[src/rtl/key_pkg.sv]
// Shared types and helpers for the key event scheduler: FSM state encoding,
// default parameters and the round-robin first-set search.
package key_pkg;

  typedef enum logic [1:0] {
    IDLE  = 2'd0,
    ISSUE = 2'd1,
    GAP   = 2'd2
  } state_t;

  localparam int DEF_NUM_KEYS   = 4;
  localparam int DEF_GAP_CYCLES = 1000;
  localparam int MAX_KEYS       = 16;

  typedef struct packed {
    logic       any;
    logic [3:0] idx;
  } rr_grant_t;

  // First set bit of pend[num-1:0], scanning ptr, ptr+1, ... and wrapping at num.
  function automatic rr_grant_t rr_first_set(input logic [MAX_KEYS-1:0] pend,
                                             input int unsigned         num,
                                             input int unsigned         ptr);
    rr_grant_t   g;
    int unsigned j;
    g = '0;
    for (int unsigned k = 0; k < MAX_KEYS; k++) begin
      j = ptr + k;
      if (j >= num) j = j - num;
      if (k < num && !g.any && pend[j[3:0]]) begin
        g.any = 1'b1;
        g.idx = j[3:0];
      end
    end
    return g;
  endfunction

endpackage

[src/rtl/rr_arbiter.sv]
// Combinational round-robin arbiter: picks the first pending key at or after
// the rotating pointer.
module rr_arbiter
  import key_pkg::*;
#(
  parameter int NUM_KEYS = DEF_NUM_KEYS,
  parameter int IDX_W    = 2
) (
  input  logic [NUM_KEYS-1:0] pending_i,
  input  logic [IDX_W-1:0]    ptr_i,
  output logic [IDX_W-1:0]    grant_idx_o,
  output logic                any_o
);

  rr_grant_t grant;

  always_comb begin
    grant = rr_first_set(MAX_KEYS'(pending_i), NUM_KEYS, 32'(ptr_i));
  end

  assign grant_idx_o = IDX_W'(grant.idx);
  assign any_o       = grant.any;

endmodule

[src/rtl/key_event_scheduler.sv]
// Queues key presses and issues them one at a time, round-robin, with a
// minimum idle gap. Define KEY_DROP_COUNT_EN to build the dropped-press counter.
module key_event_scheduler
  import key_pkg::*;
#(
  parameter int NUM_KEYS   = DEF_NUM_KEYS,
  parameter int IDX_W      = 2,
  parameter int GAP_CYCLES = DEF_GAP_CYCLES,
  parameter int DROP_W     = 8
) (
  input  logic                clk_i,
  input  logic                rst_n_i,
  input  logic [NUM_KEYS-1:0] key_pulse_i,
  input  logic                enable_i,
  output logic                evt_valid_o,
  output logic [IDX_W-1:0]    evt_idx_o,
  input  logic                evt_ready_i,
  output logic [NUM_KEYS-1:0] pending_o,
  output logic                busy_o,
  output logic [DROP_W-1:0]   drop_count_o
);

  localparam int                CNT_W    = (GAP_CYCLES > 0) ? $clog2(GAP_CYCLES + 1) : 1;
  localparam logic [CNT_W-1:0]  GAP_LOAD = (GAP_CYCLES > 0) ? CNT_W'(GAP_CYCLES - 1) : '0;
  localparam logic [IDX_W-1:0]  LAST_IDX = IDX_W'(NUM_KEYS - 1);

  state_t              state_q, state_d;
  logic [IDX_W-1:0]    ptr_q, ptr_d;
  logic [IDX_W-1:0]    idx_q, idx_d;
  logic                valid_q, valid_d;
  logic                busy_q;
  logic [NUM_KEYS-1:0] pending_q, pending_d;
  logic [CNT_W-1:0]    gap_q, gap_d;

  logic [IDX_W-1:0]    grant_idx;
  logic                grant_any;
  logic                handshake;
  logic [NUM_KEYS-1:0] clr_vec;

  rr_arbiter #(
    .NUM_KEYS (NUM_KEYS),
    .IDX_W    (IDX_W)
  ) u_arb (
    .pending_i   (pending_q),
    .ptr_i       (ptr_q),
    .grant_idx_o (grant_idx),
    .any_o       (grant_any)
  );

  assign handshake = valid_q & evt_ready_i;

  always_comb begin
    clr_vec = '0;
    for (int i = 0; i < NUM_KEYS; i++) begin
      if (handshake && idx_q == IDX_W'(i)) clr_vec[i] = 1'b1;
    end
  end

  // A press arriving on the handshake cycle of the same key survives the clear.
  assign pending_d = (pending_q & ~clr_vec) | key_pulse_i;

  always_comb begin
    state_d = state_q;
    case (state_q)
      IDLE:    if (enable_i && grant_any) state_d = ISSUE;
      ISSUE:   if (handshake) state_d = (GAP_CYCLES == 0) ? IDLE : GAP;
      GAP:     if (gap_q == '0) state_d = IDLE;
      default: state_d = IDLE;
    endcase
  end

  always_comb begin
    valid_d = valid_q;
    idx_d   = idx_q;
    ptr_d   = ptr_q;
    gap_d   = gap_q;
    case (state_q)
      IDLE: begin
        if (enable_i && grant_any) begin
          valid_d = 1'b1;
          idx_d   = grant_idx;
        end
      end
      ISSUE: begin
        if (handshake) begin
          valid_d = 1'b0;
          ptr_d   = (idx_q == LAST_IDX) ? '0 : idx_q + 1'b1;
          gap_d   = GAP_LOAD;
        end
      end
      GAP: begin
        if (gap_q != '0) gap_d = gap_q - 1'b1;
      end
      default: ;
    endcase
  end

  always_ff @(posedge clk_i or negedge rst_n_i) begin
    if (!rst_n_i) begin
      state_q   <= IDLE;
      ptr_q     <= '0;
      idx_q     <= '0;
      valid_q   <= 1'b0;
      busy_q    <= 1'b0;
      pending_q <= '0;
      gap_q     <= '0;
    end else begin
      state_q   <= state_d;
      ptr_q     <= ptr_d;
      idx_q     <= idx_d;
      valid_q   <= valid_d;
      busy_q    <= (state_d != IDLE);
      pending_q <= pending_d;
      gap_q     <= gap_d;
    end
  end

  assign evt_valid_o = valid_q;
  assign evt_idx_o   = idx_q;
  assign pending_o   = pending_q;
  assign busy_o      = busy_q;

`ifdef KEY_DROP_COUNT_EN
  logic [DROP_W-1:0] drop_q;
  logic              drop_hit;

  function automatic logic [DROP_W-1:0] sat_inc(input logic [DROP_W-1:0] v);
    return (&v) ? v : v + 1'b1;
  endfunction

  assign drop_hit = |(key_pulse_i & pending_q & ~clr_vec);

  always_ff @(posedge clk_i or negedge rst_n_i) begin
    if (!rst_n_i)      drop_q <= '0;
    else if (drop_hit) drop_q <= sat_inc(drop_q);
  end

  assign drop_count_o = drop_q;
`else
  assign drop_count_o = DROP_W'(0);
`endif

endmodule

[config.mk]
export PLATFORM = sky130hd
export DESIGN_NAME = key_event_scheduler
export DESIGN_NICKNAME = d
export VERILOG_FILES = /design/src/rtl/key_pkg.sv /design/src/rtl/rr_arbiter.sv /design/src/rtl/key_event_scheduler.sv
export SDC_FILE = /design/constraint.sdc
export NUM_CORES = 1
export LEC_CHECK = 0
export CORE_UTILIZATION = 35
export DETAILED_ROUTE_END_ITERATION = 12
export HOLD_SLACK_MARGIN = 0.15
export RECOVER_POWER = 100
export SLEW_MARGIN = 5
export SYNTH_ARGS = -nofsm -noshare
export SYNTH_HDL_FRONTEND = slang
export SYNTH_SLANG_ARGS = --single-unit
[constraint.sdc]
create_clock -name clk_i -period 2.98 [get_ports clk_i]
set_clock_uncertainty 0.1 [all_clocks]
set_input_delay 0.596 -clock clk_i [delete_from_list [all_inputs] [get_ports clk_i]]
set_output_delay 0.596 -clock clk_i [all_outputs]
set_load 0.01 [all_outputs]
; After elaboration in Yosys (flattened, before gate mapping)
; Index checks and enable logic that the tools add are counted.
[totals]
register_bits = 22
in_bits = 8
out_inout_bits = 16
wordCells = 89
[classes]
n_addsub = 9
n_lt_le_gt_ge = 8
n_eq_ne = 8
muxes = 31
bitwise_logic = 4
reduce_logical = 22
[ops]
columns = op, count
row1 = $ge 32x3->1 const B, 3
row2 = $lt 4x5->1 const B, 4
row3 = $mux 10, 2
row4 = $mux 5, 4
row5 = $pmux 10 s2, 1
row6 = $bmux 1 s4, 4
row7 = $mux 4, 4
row8 = $sub 4x3->4 const B, 3
row9 = $logic_not 10->1, 1
row10 = $mux 1, 10
row11 = $reduce_bool 10->1, 1
row12 = $sub 10x1->10 const B, 1
row13 = $logic_and 1x1->1, 8
row14 = $mux 2, 4
row15 = $add 2x2->3 const B, 2
row16 = $eq 2x2->1 const B, 3
row17 = $ne 2x2->1 const B, 3
row18 = $pmux 2 s3, 1
row19 = $reduce_and 3->1, 2
row20 = $reduce_bool 2->1, 3
row21 = $and 4x4->4, 1
row22 = $eq 2x1->1 const B, 2
row23 = $logic_not 2->1, 2
row24 = $not 4->4, 1
row25 = other kinds (9), 12

; Longest topological paths before layout
[depth]
ltp_word = 18
ltp_mapped = 8

; Modules after synthesis
; Synthesis repeated with hierarchy kept, for this count alone.
[unflattened]
cells_unflattened = 156
hier_area_um2 = 1456.4
[by_module_without_submodules]
columns = module, instances, cells_per_inst, area_per_inst_um2, seq_area_each_um2
row1 = key_event_scheduler, 1, 117, 1146.1, 550.5
row2 = rr_arbiter, 1, 39, 310.3, 0.0

; Least setup slack after synthesis
; OpenSTA, ideal clock, no wires.
[synth_timing]
path_kind = reg-to-reg
start = register ptr_q[0]
end = register idx_q[1] (netlist: evt_idx_o[1])
setup_time_ps = 74
arrival_ps = 2080
required_ps = 2806
path_slack_ps = 726
path_stages_with_launch = 9
path_buffers = 1
synth_period_minus_slack_ps = 2254
path_cell_list = dfrtp_1 > buf_6 > inv_1 > ha_1 > mux4_2 > a21boi_4 > or4b_1 > o22a_1 > o21ai_2
[synth_via]
elab_chain_cells = 16
word_cells_on_any_way = 35
[synth_lines]
columns = element, line
row1 = start: declaration, key_event_scheduler.sv:28  ; logic [IDX_W-1:0] ptr_q, ptr_d;
row2 = start signal: assignment, key_event_scheduler.sv:109  ; ptr_q <= ptr_d;
row3 = branches (longest 13 deep; another with $ge 32x3->1), --
row4 = $mux 5 *, key_pkg.sv:30  ; if (k < num && !g.any && pend[j[3:0]]) begin
row5 = $logic_and 1x1->1, key_event_scheduler.sv:79  ; if (enable_i && grant_any) begin
row6 = $reduce_and 2->1 (no source line), --
row7 = end signal: assignment, key_event_scheduler.sv:110  ; idx_q <= idx_d;
row8 = end: declaration, key_event_scheduler.sv:29  ; logic [IDX_W-1:0] idx_q, idx_d;
; Every way passes the cells marked *. The select of a mux whose other input is x is not followed.
; A chain may end at the register's enable or synchronous reset.

; Worst setup path after layout
[layout_timing]
start = register ptr_q[1]
end = register state_q[0]
[layout_via]
elab_chain_cells = 17
word_cells_on_any_way = 36
[layout_lines]
columns = element, line
row1 = branches (longest 13 deep; another with $ge 32x3->1), --
row2 = $mux 5 *, key_pkg.sv:30
row3 = $logic_and 1x1->1 *, key_event_scheduler.sv:65  ; IDLE: if (enable_i && grant_any) state_d = ISSUE;
row4 = $mux 2 *, key_event_scheduler.sv:65
row5 = $pmux 2 s3 *, key_event_scheduler.sv:64  ; case (state_q)
row6 = named net state_d[0], key_event_scheduler.sv:27  ; state_t state_q, state_d;
row7 = end signal: assignment, key_event_scheduler.sv:108  ; state_q <= state_d;
row8 = end: declaration, key_event_scheduler.sv:27
; Mark *: on every way through the listed nets, which the timed path passes. The select of a mux whose other input is x is not followed.

==> qor.yml <==
final_antenna_net_count: 0
final_net_count: 173
status: "finished, final reports clean"
final_cell_mix: "dfrtp_1 (22), nand2_1 (21), dlygate4sd3_1 (10), ha_1 (9), conb_1 (8)"
hold_class: "flip-flop to flip-flop"
wl_um: 2710
max-clock-path-buffers: 2
ff2ff_path_depth: 6
fin_crit_sh_pct: 81.8
syn_area_per_cell_sq_um: 10.0
crit_fanout: 7
max_freq_mhz: 410
synth_enable_flop_cells: 0
die_area_sq_um: 4210
grt_pass1_wl_um: 4650
worstSetupEndpointType: "flip-flop"
use_met3_pct: 3.35
worstHoldPathCells: 1
syn_inst: 138
gr-usage-met1_pct: 17.4
p_switching_w: 0.000104
start_util_pct: 37.2
power_density_nw_per_um2: 321
grt_usage_pct: 14.6
rows: 22
ys_ff_latch: 22
yosysWarnings: 0
cts-buffers-inserted: 3
rsz0062_at_grt: "false"
pwr-share-comb_pct: 3.9
drive_gt1_share_pct: 6.49
wire_per_inst_um: 13.4
fin_tns_setup_ps: 0
finalCriticalPeriod_ps: 2440
cts_resized: 0
use_met2_pct: 25.5
hpwl_um: 2080
viasPerCell: 4.93
port_buffers: 15
setup_viol: 0
clock-sinks: 22
p_sw_share_pct: 20.7
setup_ws_ps: 543
cp.arrival_ps: 2440
globalplace.congestion: 0.805
max_slew.worst_pin.slew_ps: 1200
pre_cts_slack_ps: 650
maxCapViolations: 0
grt_max_degree: 23
synth_area_sq_um: 1380
antenna_found_initial: 0
drt_iter0_markers: 48
clockRootBuffer: "clkbuf_8"
hold_violations: 0
core_region_area_sq_um: 3720
syn2layout_area_growth_pct: 12.5
cts_setup_buffers: 0
grt.busiest_layer: "met2"
path_class: "flip-flop to flip-flop"
slew_violations: 0
path_clk_slew_ps: 80
cts_tree: "built"
h-tree-depth: 1
hold_buffers: 0
intPower_w: 0.000396
leakagePower_nw: 0.616
synth-main-ff-cell: "dfrtp_1"
drc: 0
grt_pass1_vias: 996
ys_seq_area_share_pct: 39.8
n_antenna_cell: 0
firstDrtPassIters: 4
cp.required_ps: 2980
vias: 995
insertion_delay_ps: 260
ir_worst_vdd_mv: 0.218
ios: 24
final_common_cell: "dfrtp_1"
worstSetupStartpointType: "flip-flop"
synthArstFlopShare_pct: 100
clkPwrFrac_pct: 36.4
die_y_um: 64.9
grt-ovfl-total: 0
slew_headroom_pct: 20.1
synth_cell_types: 43
seqPwrFrac_pct: 59.7
die_width_um: 64.9
## stage by stage
stage / instance area (sq um) / total power (W) / util, % / hold WS [ps] / cells
after floorplan: 1410 / 0.000317 / - / 200 / 145
after global placement: 1550 / 0.000325 / 41.7 / 383 / 199
after detailed placement: 1550 / 0.000325 / 41.7 / 399 / 199
after CTS: 1590 / 0.000506 / 42.8 / 407 / 202
after global routing: 1560 / 0.000520 / 41.9 / 432 / 202
final: 1560 / 0.000500 / 41.9 / 403 / 202
## layer usage
layer / vias up / wire, um
met5: - / 0
met2: 17 / 1380
li1: 488 / -
met3: 4 / 83
met4: 0 / 40
met1: 486 / 1200
## worst max-delay path: stages, from the launching register on
cell      delay (ps)
dfrtp_1          390
inv_1            110
ha_1             370
mux4_2           310
a21boi_4         160
o41ai_2          640
o21ai_0          190
## cell type report
cell class	instances	area (sq um)
fill	380	2160
multi-input combinational	105	717
sequential	22	551
timing repair buffer	17	161
tap	48	60.1
clock buffer	3	41.3
inverter	7	26.3
## path summary, 6_finish.rpt
check                      slack [ps]                 start              endpoint
max                               540  ptr_q[1]$_DFFE_PN0P_  state_q[0]$_DFF_PN0_
min                               400  gap_q[0]$_DFFE_PN0P_  gap_q[0]$_DFFE_PN0P_
max reg2reg                       540  ptr_q[1]$_DFFE_PN0P_  state_q[0]$_DFF_PN0_
min reg2reg                       400  gap_q[0]$_DFFE_PN0P_  gap_q[0]$_DFFE_PN0P_
max in group asynchronous        1070               rst_n_i  gap_q[4]$_DFFE_PN0P_
min in group asynchronous        1000               rst_n_i      busy_o$_DFF_PN0_
## cells by family after synthesis
| kind of cell | after synthesis | synth area share (%) |
|---|---|---|
| simple gates | 53 | 20.6 |
| xor+xnor | 7 | 4.43 |
| mux | 6 | 5.33 |
| other cells | 1 | 0.271 |
| flops | 22 | 39.8 |
| buf+inv | 18 | 8.14 |
| compound gates | 22 | 13.3 |
| fa+ha+maj | 9 | 8.14 |
## sequential cells by signal, summed over array words and instances (netlist names)
name / flops
pending_o: 4
evt_idx_o: 2
busy_o: 1
ptr_q: 2
state_q: 2
evt_valid_o: 1
gap_q: 10
## synth_stat cells (2+ instances only)
cell type	number	area, sq um
a21o_1	4	30.0
buf_4	8	60.1
ha_1	9	113
inv_1	7	26.3
nor2b_1	4	25.0
nor3b_1	2	15.0
a21oi_1	4	20.0
nor2_1	6	22.5
nand4b_1	2	17.5
or3_1	2	12.5
nor3_1	5	25.0
mux2i_1	4	40.0
buf_6	2	22.5
nand2_1	20	75.1
o21ai_0	3	15.0
xor2_1	7	61.3
dfrtp_1	22	551
nand3_1	2	10.0
## power by group through the flow
stage | Sequential, W | Clock [W] | Combinational, W
2_1_floorplan | 0.000304 | 0 | 0.0000124
3_3_place_gp | 0.000304 | 0 | 0.0000209
3_5_place_dp | 0.000304 | 0 | 0.0000211
4_1_cts | 0.000298 | 0.000187 | 0.0000213
5_1_grt | 0.000298 | 0.000200 | 0.0000222
6_report | 0.000298 | 0.000182 | 0.0000195
No activity file was read; power rests on OpenSTA's default activity.
